[src/rtl/uart_tx_if.sv]
// Byte handshake between the UART command interface (master) and the serial transmitter (slave).
interface uart_tx_if #(
  parameter int unsigned DATA_WIDTH = 8
) ();
  logic [DATA_WIDTH-1:0] tx_data;
  logic                  tx_en;
  logic                  tx_done;
  logic                  tx_busy;

  modport master (output tx_data, output tx_en, input tx_done, input tx_busy);
  modport slave  (input tx_data, input tx_en, output tx_done, output tx_busy);
endinterface

[src/rtl/uart_tx.sv]
// 8N1 serial transmitter: one byte per tx_en accept, one-cycle tx_done per completed frame.
// Define UART_TX_PARITY_EN to insert a parity bit before the stop bit (PARITY_ODD selects odd).
module uart_tx #(
  parameter int unsigned DATA_WIDTH   = 8,
  parameter int unsigned BPS          = 115200,
  parameter int unsigned SYS_CLK_FREQ = 50000000
`ifdef UART_TX_PARITY_EN
  ,
  parameter bit          PARITY_ODD   = 1'b0
`endif
) (
  input  logic     clk,
  input  logic     rst_n,
  uart_tx_if.slave bus,
  output logic     uart_txd
);

  localparam int unsigned CYCLES_PER_BIT = SYS_CLK_FREQ / BPS;
  localparam int unsigned CNT_W = (CYCLES_PER_BIT > 1) ? $clog2(CYCLES_PER_BIT) : 1;
  localparam int unsigned IDX_W = (DATA_WIDTH > 1) ? $clog2(DATA_WIDTH) : 1;
  localparam logic [CNT_W-1:0] CNT_LAST      = CNT_W'(CYCLES_PER_BIT - 1);
  // IDLE is entered one cycle early: the tx_done cycle is the last stop-bit cycle.
  localparam logic [CNT_W-1:0] CNT_STOP_LAST = CNT_W'(CYCLES_PER_BIT - 2);
  localparam logic [IDX_W-1:0] IDX_LAST      = IDX_W'(DATA_WIDTH - 1);

`ifdef UART_TX_PARITY_EN
  typedef enum logic [2:0] {
    StIdle   = 3'd0,
    StStart  = 3'd1,
    StData   = 3'd2,
    StStop   = 3'd3,
    StParity = 3'd4
  } state_e;
  logic parity_q;
`else
  typedef enum logic [2:0] {
    StIdle  = 3'd0,
    StStart = 3'd1,
    StData  = 3'd2,
    StStop  = 3'd3
  } state_e;
`endif

  state_e                state_q;
  logic [CNT_W-1:0]      cnt_q;
  logic [IDX_W-1:0]      idx_q;
  logic [DATA_WIDTH-1:0] shift_q;
  logic                  done_q;
  logic                  busy_q;

  assign bus.tx_done = done_q;
  assign bus.tx_busy = busy_q;

  always_ff @(posedge clk or negedge rst_n) begin
    if (!rst_n) begin
      state_q  <= StIdle;
      uart_txd <= 1'b1;
      done_q   <= 1'b0;
      busy_q   <= 1'b0;
      cnt_q    <= '0;
      idx_q    <= '0;
      shift_q  <= '0;
`ifdef UART_TX_PARITY_EN
      parity_q <= 1'b0;
`endif
    end else begin
      done_q <= 1'b0;
      case (state_q)
        StIdle: begin
          uart_txd <= 1'b1;
          busy_q   <= 1'b0;
          cnt_q    <= '0;
          idx_q    <= '0;
          if (bus.tx_en) begin
            shift_q  <= bus.tx_data;
`ifdef UART_TX_PARITY_EN
            parity_q <= (^bus.tx_data) ^ PARITY_ODD;
`endif
            state_q  <= StStart;
            uart_txd <= 1'b0;
            busy_q   <= 1'b1;
          end
        end
        StStart: begin
          if (cnt_q == CNT_LAST) begin
            cnt_q    <= '0;
            state_q  <= StData;
            uart_txd <= shift_q[0];
          end else begin
            cnt_q <= cnt_q + CNT_W'(1);
          end
        end
        StData: begin
          if (cnt_q == CNT_LAST) begin
            cnt_q   <= '0;
            shift_q <= shift_q >> 1;
            if (idx_q == IDX_LAST) begin
`ifdef UART_TX_PARITY_EN
              state_q  <= StParity;
              uart_txd <= parity_q;
`else
              state_q  <= StStop;
              uart_txd <= 1'b1;
`endif
            end else begin
              idx_q    <= idx_q + IDX_W'(1);
              uart_txd <= shift_q[1];
            end
          end else begin
            cnt_q <= cnt_q + CNT_W'(1);
          end
        end
`ifdef UART_TX_PARITY_EN
        StParity: begin
          if (cnt_q == CNT_LAST) begin
            cnt_q    <= '0;
            state_q  <= StStop;
            uart_txd <= 1'b1;
          end else begin
            cnt_q <= cnt_q + CNT_W'(1);
          end
        end
`endif
        StStop: begin
          if (cnt_q == CNT_STOP_LAST) begin
            cnt_q   <= '0;
            state_q <= StIdle;
            done_q  <= 1'b1;
            busy_q  <= 1'b0;
          end else begin
            cnt_q <= cnt_q + CNT_W'(1);
          end
        end
        default: begin
          state_q  <= StIdle;
          uart_txd <= 1'b1;
          busy_q   <= 1'b0;
          cnt_q    <= '0;
          idx_q    <= '0;
        end
      endcase
    end
  end

endmodule

[src/flat_wrapper.sv]
// flat-port wrapper written by rule: the top's interface ports become plain ports
module uart_tx_flat 
#(
  parameter int unsigned DATA_WIDTH   = 8,
  parameter int unsigned BPS          = 115200,
  parameter int unsigned SYS_CLK_FREQ = 50000000

)
  (clk, rst_n, uart_txd, bus_tx_data, bus_tx_en, bus_tx_done, bus_tx_busy);
  uart_tx_if #(.DATA_WIDTH(DATA_WIDTH)) bus_i ();
  input  logic clk;
  input  logic rst_n;
  output logic uart_txd;
  input wire logic [$bits(bus_i.tx_data)-1:0] bus_tx_data;
  input wire logic [$bits(bus_i.tx_en)-1:0] bus_tx_en;
  output wire logic [$bits(bus_i.tx_done)-1:0] bus_tx_done;
  output wire logic [$bits(bus_i.tx_busy)-1:0] bus_tx_busy;
  assign bus_i.tx_data = bus_tx_data;
  assign bus_i.tx_en = bus_tx_en;
  assign bus_tx_done = bus_i.tx_done;
  assign bus_tx_busy = bus_i.tx_busy;
  uart_tx #(.DATA_WIDTH(DATA_WIDTH), .BPS(BPS), .SYS_CLK_FREQ(SYS_CLK_FREQ)) u_core (.clk(clk), .rst_n(rst_n), .bus(bus_i), .uart_txd(uart_txd));
endmodule
[config.mk]
export PLATFORM = sky130hd
export DESIGN_NAME = uart_tx_flat
export DESIGN_NICKNAME = d
export VERILOG_FILES = /design/src/rtl/uart_tx_if.sv /design/src/rtl/uart_tx.sv /design/src/flat_wrapper.sv
export SDC_FILE = /design/constraint.sdc
export NUM_CORES = 1
export LEC_CHECK = 0
export CORE_MARGIN = 10
export CORE_UTILIZATION = 58
export DETAILED_ROUTE_END_ITERATION = 7
export GPL_ROUTABILITY_DRIVEN = 0
export PLACE_DENSITY = 0.91
export SYNTH_ARGS = -nofsm -noshare
export SYNTH_HDL_FRONTEND = slang
export SYNTH_SLANG_ARGS = --single-unit
[constraint.sdc]
create_clock -name clk -period 3.53 [get_ports clk]
set_clock_uncertainty 0.15 [all_clocks]
set_input_delay 0.706 -clock clk [delete_from_list [all_inputs] [get_ports clk]]
set_output_delay 0.706 -clock clk [all_outputs]
set_load 0.005 [all_outputs]
==> flow_summary_export.csv, run 1 <==
group,metric,value,unit
detailed_routing,dr_total_vias,1016,
setup_path,cp-start-kind,"flip-flop",
yosys,synth_nets,149,
global_routing,grt_pass1_wl,4710,um
finish,area_growth,13.0,%
floorplanning,core,0.00243,sq mm
clocking,cts_setup_buffers,0,
setup_path,worstPathRequired,3.61,ns
place,numPortBuffers,13,
floorplanning,die-area,0.00489,sq mm
finish,diodes,0,
clocking,root_buffer,"clkbuf_4",
yosys,yosys_warnings,0,
pwr,vdd_drop_max,0.236,mV
timing,fin_tns_setup,0,ns
detailed_routing,antenna_left,0,
clocking,clkLatencyLatePin,0.33,ns
clocking,clkTransAtPathRegs,0.14,ns
detailed_routing,wl_met1,1190,um
place,post-dp-hpwl,2000,um
floorplanning,die_w,69.9,um
job,maxCapViolCount,0,
global_routing,grt_pass1_vias,1037,
clocking,cts_buffers,3,
min_path,hp-class,"reg -> reg",
global_routing,grt.total_usage,11.2,%
finish,nFillCells,197,
yosys,synth_edf_count,0,
floorplanning,rows,18,
clocking,cts_resized,0,
detailed_routing,route.detailed.drc,0,
detailed_routing,routed_wl,2680,um
setup_path,worstPathArrival,2.37,ns
detailed_routing,routedWlPerCell,15.4,um
pwr,p_per_area,270,mW/mm^2
clocking,cts_tree,"yes",
timing,max_slew.worst_pin.slew,0.811,ns
finish,utilization,67.1,%
place,dp_slack,1.28,ns
finish,layout.cells.non_filler,174,
timing,post-route-period-util,65.0,%
detailed_routing,vias_per_cell,5.84,
clocking,htreeDepth,1,
pwr,p_leak,0.000769,uW
floorplanning,dieHeight,69.9,um
yosys,syn_area_per_cell,11.2,sq um
timing,maxSlewHeadroom,45.9,%
place,dpl_cell_area,0.00160,sq mm
setup_path,crit_type,"reg -> reg",
finish,fin_nets,165,
timing,rsz0062_at_grt,"no",
detailed_routing,dr_wl_met2,1380,um
clocking,clk_path_buf_depth,2,
yosys,async_reset_ff_share,100,%
yosys,synth_cells,129,
setup_path,worstSetupEndpointType,"flip-flop",
detailed_routing,firstDrtPassIters,4,
place,dp.cells,170,
clocking,cts.sinks,25,
clocking,hold_buffers,0,
timing,period_needed,2.29,ns
finish,mostFrequentLayoutCells,"dfrtp_1 (24), nor2_1 (16), clkdlybuf4s50_1 (13)",
detailed_routing,dr.max_layer_used,"met4",
timing,max_freq,436,MHz
global_routing,grt_max_degree,26,
timing,setup_viol,0,
finish,final_area,0.00163,sq mm
yosys,ys_ff_latch,25,
detailed_routing,dr.first_iter.drc_count,117,
finish,drive_above_1_share,18.8,%
timing,finalHoldViolCount,0,
global_routing,antenna_found_initial,0,
setup_path,path_max_fanout,20,
run_status,status,"completed",
yosys,synth_flop_cell,"dfrtp_1",
finish,final_common_cell,"dfrtp_1",
global_routing,overflow,0,
yosys,synth_area,0.00144,sq mm
floorplanning,design.portCount,14,
yosys,synth_cell_types,36,
floorplanning,start_util,59.4,%
timing,drv_slew,0,
yosys,synth-seq-area-share,43.4,%
detailed_routing,route.met3.wl,84,um
timing,fin_ws,1.24,ns
==> final timing paths <==
check / from / endpoint / slack [ns] / cells after the start
min reg2reg: u_core.shift_q[3]$_DFFE_PN0P_ / u_core.shift_q[3]$_DFFE_PN0P_ / 0.38 / 1
max in group asynchronous: rst_n / u_core.uart_txd$_DFFE_PN1P_ / 2.36 / 2
min: u_core.shift_q[3]$_DFFE_PN0P_ / u_core.shift_q[3]$_DFFE_PN0P_ / 0.38 / 1
max reg2reg: u_core.state_q[0]$_DFFE_PN0P_ / u_core.shift_q[3]$_DFFE_PN0P_ / 1.24 / 6
max: u_core.state_q[0]$_DFFE_PN0P_ / u_core.shift_q[3]$_DFFE_PN0P_ / 1.24 / 6
min in group asynchronous: rst_n / u_core.idx_q[2]$_DFFE_PN0P_ / 0.57 / 2
==> cells in the mapped netlist, types with 2 or more instances <==
library cell,instances,share of area (%)
ha_1,9,7.8
o211ai_1,3,1.6
xnor2_1,6,3.6
dfrtp_1,24,42
inv_1,11,2.9
nand2_1,5,1.3
o21ai_0,6,2.1
mux2_2,7,5.5
nand3_1,4,1.4
a21oi_1,3,1.0
buf_2,2,0.69
nor3_1,2,0.69
nand4_1,3,1.3
mux2_4,7,7.3
nor2_1,16,4.2
==> cell type report <==
class | instances | area (sq um) | area share [%]
inverters | 11 | 41.3 | 2.53
repair buffers | 14 | 138 | 8.44
flip-flops and latches | 25 | 627 | 38.4
well taps | 30 | 37.5 | 2.30
multi-input cells | 90 | 758 | 46.5
clock inverters | 1 | 7.51 | 0.460
clock buffers | 3 | 22.5 | 1.38
==> power breakdown <==
| part | switching [uW] | internal, uW | leakage (uW) |
|---|---|---|---|
| clock | 92.0 | 43.4 | 0.0000139 |
| sequential | 0 | 286 | 0.000326 |
| combinational | 7.86 | 10.5 | 0.000428 |
==> worst max-delay path: stages (launching register included) <==
cell	delay (ns)
dfrtp_1	0.45
inv_1	0.10
ha_1	0.69
nor2_1	0.13
nor2_1	0.22
nand2_4	0.14
mux2_4	0.32
==> flip-flops by register name, summed over array words and instances (netlist names) <==
register and count:
u_core.bus.tx_done 1, u_core.uart_txd 1, u_core.shift_q 8, u_core.idx_q 3, u_core.cnt_q 9, u_core.bus.tx_busy 1
u_core.state_q 2
==> stage by stage <==
stage,power [uW],hold slack [ns]
floorplan,292,0.260
global placement,310,0.342
detailed placement,311,0.340
CTS,444,0.379
global route,460,0.409
finish,440,0.375
==> logic make-up (layout without fill, tap and decap cells) <==
family	after synthesis	count (layout)	share of synthesized area (%)
AND/OR/NAND/NOR	37	37	15.7
flip-flops	25	25	43.4
AO/OA/AOI/OAI	22	22	11.4
multiplexers	15	15	13.4
buffers and inverters	14	29	4.07
adder cells (fa/ha/maj)	9	9	7.80
XOR/XNOR	7	7	4.25
==> metal layers <==
layer | GRT usage [%] | vias to the layer above
met5 | 0 | -
met4 | 3.29 | 0
met3 | 1.84 | 3
met2 | 19.8 | 22
met1 | 13.5 | 507
li1 | - | 484
(Power assumes the default switching activity.)
==> run 2, diff against run 1 <==
CORE_UTILIZATION = 50   (was 58)
PLACE_DENSITY = 0.84   (was 0.91)
clock period = 2.1 ns   (was 3.53 ns; I/O delays follow)
==> run 2 against run 1 <==
- via count up 0.30%
- clock power up 59%
- global-route usage up 0.41 points
- sequential power up 68%
- first-iteration DRC count down 15%
- critical path depth down 5
- cell count up 1.7%
==> flow_summary_export.csv, run 2 (same netlist as run 1, synthesis figures left out) <==
group,metric,value,unit
run_status,status,"completed",
finish,diodes,0,
clocking,hold_buffers,0,
timing,rsz0062_at_grt,"no",
finish,regMostFlops,"u_core.cnt_q",
global_routing,overflow,0,
pwr,p_per_area,442,mW/mm^2
finish,fin_nets,167,
detailed_routing,firstDrtPassIters,4,
finish,largestRegisters,"u_core.cnt_q (9), u_core.shift_q (8), u_core.idx_q (3)",
finish,drive_above_1_share,19.2,%
detailed_routing,dr_total_vias,1019,
timing,fin_tns_setup,0,ns
clocking,cts_buffers,3,
job,maxCapViolCount,0,
floorplanning,die_w,73.7,um
floorplanning,dieHeight,73.7,um
global_routing,grt.total_usage,11.6,%
clocking,clkLatencyLatePin,0.32,ns
timing,period_needed,1.94,ns
timing,setup_viol,0,
global_routing,grt_max_degree,26,
floorplanning,start_util,52.4,%
clocking,cts_tree,"yes",
global_routing,antenna_found_initial,0,
setup_path,path_max_fanout,2,
detailed_routing,antenna_left,0,
setup_path,worstPathArrival,1.37,ns
pwr,p_comb_share,4.2,%
clocking,cts_setup_buffers,0,
setup_path,crit_type,"reg -> out",
place,post-dp-hpwl,2250,um
finish,largest_reg_flops,9,
detailed_routing,routedWlPerCell,16.5,um
pwr,power_frac_clock,29.5,%
global_routing,grt_pass1_vias,1098,
detailed_routing,vias_per_cell,5.76,
setup_path,cp_cell_sequence,"clkdlybuf4s50_1",
timing,finalHoldViolCount,0,
timing,max_freq,516,MHz
pwr,p_int,574,uW
global_routing,grt_pass1_wl,5090,um
detailed_routing,routed_wl,2920,um
timing,drv_slew,0,
clocking,clk_path_buf_depth,2,
setup_path,critPathTopFamily,"flip-flops",
pwr,power,726,uW
finish,mostFrequentLayoutCells,"dfrtp_1 (24), nor2_1 (16), clkdlybuf4s50_1 (13)",
clocking,clkTransAtPathRegs,0.13,ns
floorplanning,core,0.00276,sq mm
setup_path,cpMaxStageDelayCell,"dfstp_2",
setup_path,cp_slowest_stage_delay,0.56,ns
pwr,switching_share,21.0,%
setup_path,worstSetupEndpointType,"output pin",
detailed_routing,dr.first_iter.drc_count,100,
finish,area_growth,13.9,%
floorplanning,rows,19,
finish,seq_area,627,sq um
timing,maxSlewHeadroom,76.7,%
detailed_routing,route.detailed.drc,0,
finish,final_area,0.00164,sq mm
clocking,root_buffer,"clkbuf_4",
place,dpl_cell_area,0.00162,sq mm
floorplanning,die-area,0.00544,sq mm
setup_path,worstPathRequired,1.53,ns
pwr,p_leak,0.000778,uW
setup_path,critical_path_buf_inv_count,1,
pwr,vdd_drop_max,0.550,mV
floorplanning,design.portCount,14,
setup_path,cp-start-kind,"flip-flop",
clocking,cts_resized,0,
timing,max_slew.worst_pin.slew,0.347,ns
finish,final_common_cell,"dfrtp_1",
place,numPortBuffers,13,
timing,post-route-period-util,92.3,%
pwr,seq_power_share,66.3,%
clocking,cts.sinks,25,
min_path,hp-class,"in -> async",
finish,nFillCells,237,
pwr,switchingPower,153,uW
clocking,htreeDepth,1,
finish,multi_input_area,758,sq um
-- run 2: stage by stage --
stage	utilization [%]	hold WS, ns	std cells	setup slack [ns]
after floorplan	-	-0.0256	129	0.366
after detailed placement	58.7	0.345	173	0.113
final	59.6	0.290	177	0.161
after CTS	59.6	0.293	177	0.142
after global routing	59.6	0.299	177	0.0532
after global placement	58.7	0.343	173	0.180
-- run 2: path summary, 6_finish.rpt --
check / startpoint / end / slack (ns) / cells after the start
min: rst_n / u_core.cnt_q[5]$_DFF_PN0_ / 0.29 / 2
max: u_core.uart_txd$_DFFE_PN1P_ / uart_txd / 0.16 / 1
max reg2reg: u_core.state_q[0]$_DFFE_PN0P_ / u_core.shift_q[0]$_DFFE_PN0P_ / 0.17 / 6
max in group asynchronous: rst_n / u_core.uart_txd$_DFFE_PN1P_ / 1.22 / 2
min reg2reg: u_core.shift_q[0]$_DFFE_PN0P_ / u_core.shift_q[0]$_DFFE_PN0P_ / 0.38 / 1
min in group clk: u_core.shift_q[0]$_DFFE_PN0P_ / u_core.shift_q[0]$_DFFE_PN0P_ / 0.38 / 1
-- run 2: metal layers --
metal  part of all wire (%)  GRT usage (%)
met2                     53           20.7
met3                    5.0           3.90
met1                     41           12.4
met4                    1.5           4.14
met5                      0              0
-- run 2: cell type report --
| type | instances | area share (%) |
|---|---|---|
| inverters | 11 | 2.51 |
| clock buffers | 4 | 1.60 |
| well taps | 31 | 2.36 |
| multi-input cells | 90 | 46.1 |
| flip-flops and latches | 25 | 38.1 |
| repair buffers | 16 | 9.28 |
-- run 2: power by group through the flow --
stage | combinational (uW) | sequential (uW) | clock, uW
final | 30.2 | 481 | 214
after global routing | 33.8 | 482 | 246
after CTS | 31.4 | 482 | 223
after detailed placement | 31.3 | 491 | 0
after global placement | 30.5 | 491 | 0
after floorplan | 0.645 | 491 | 0
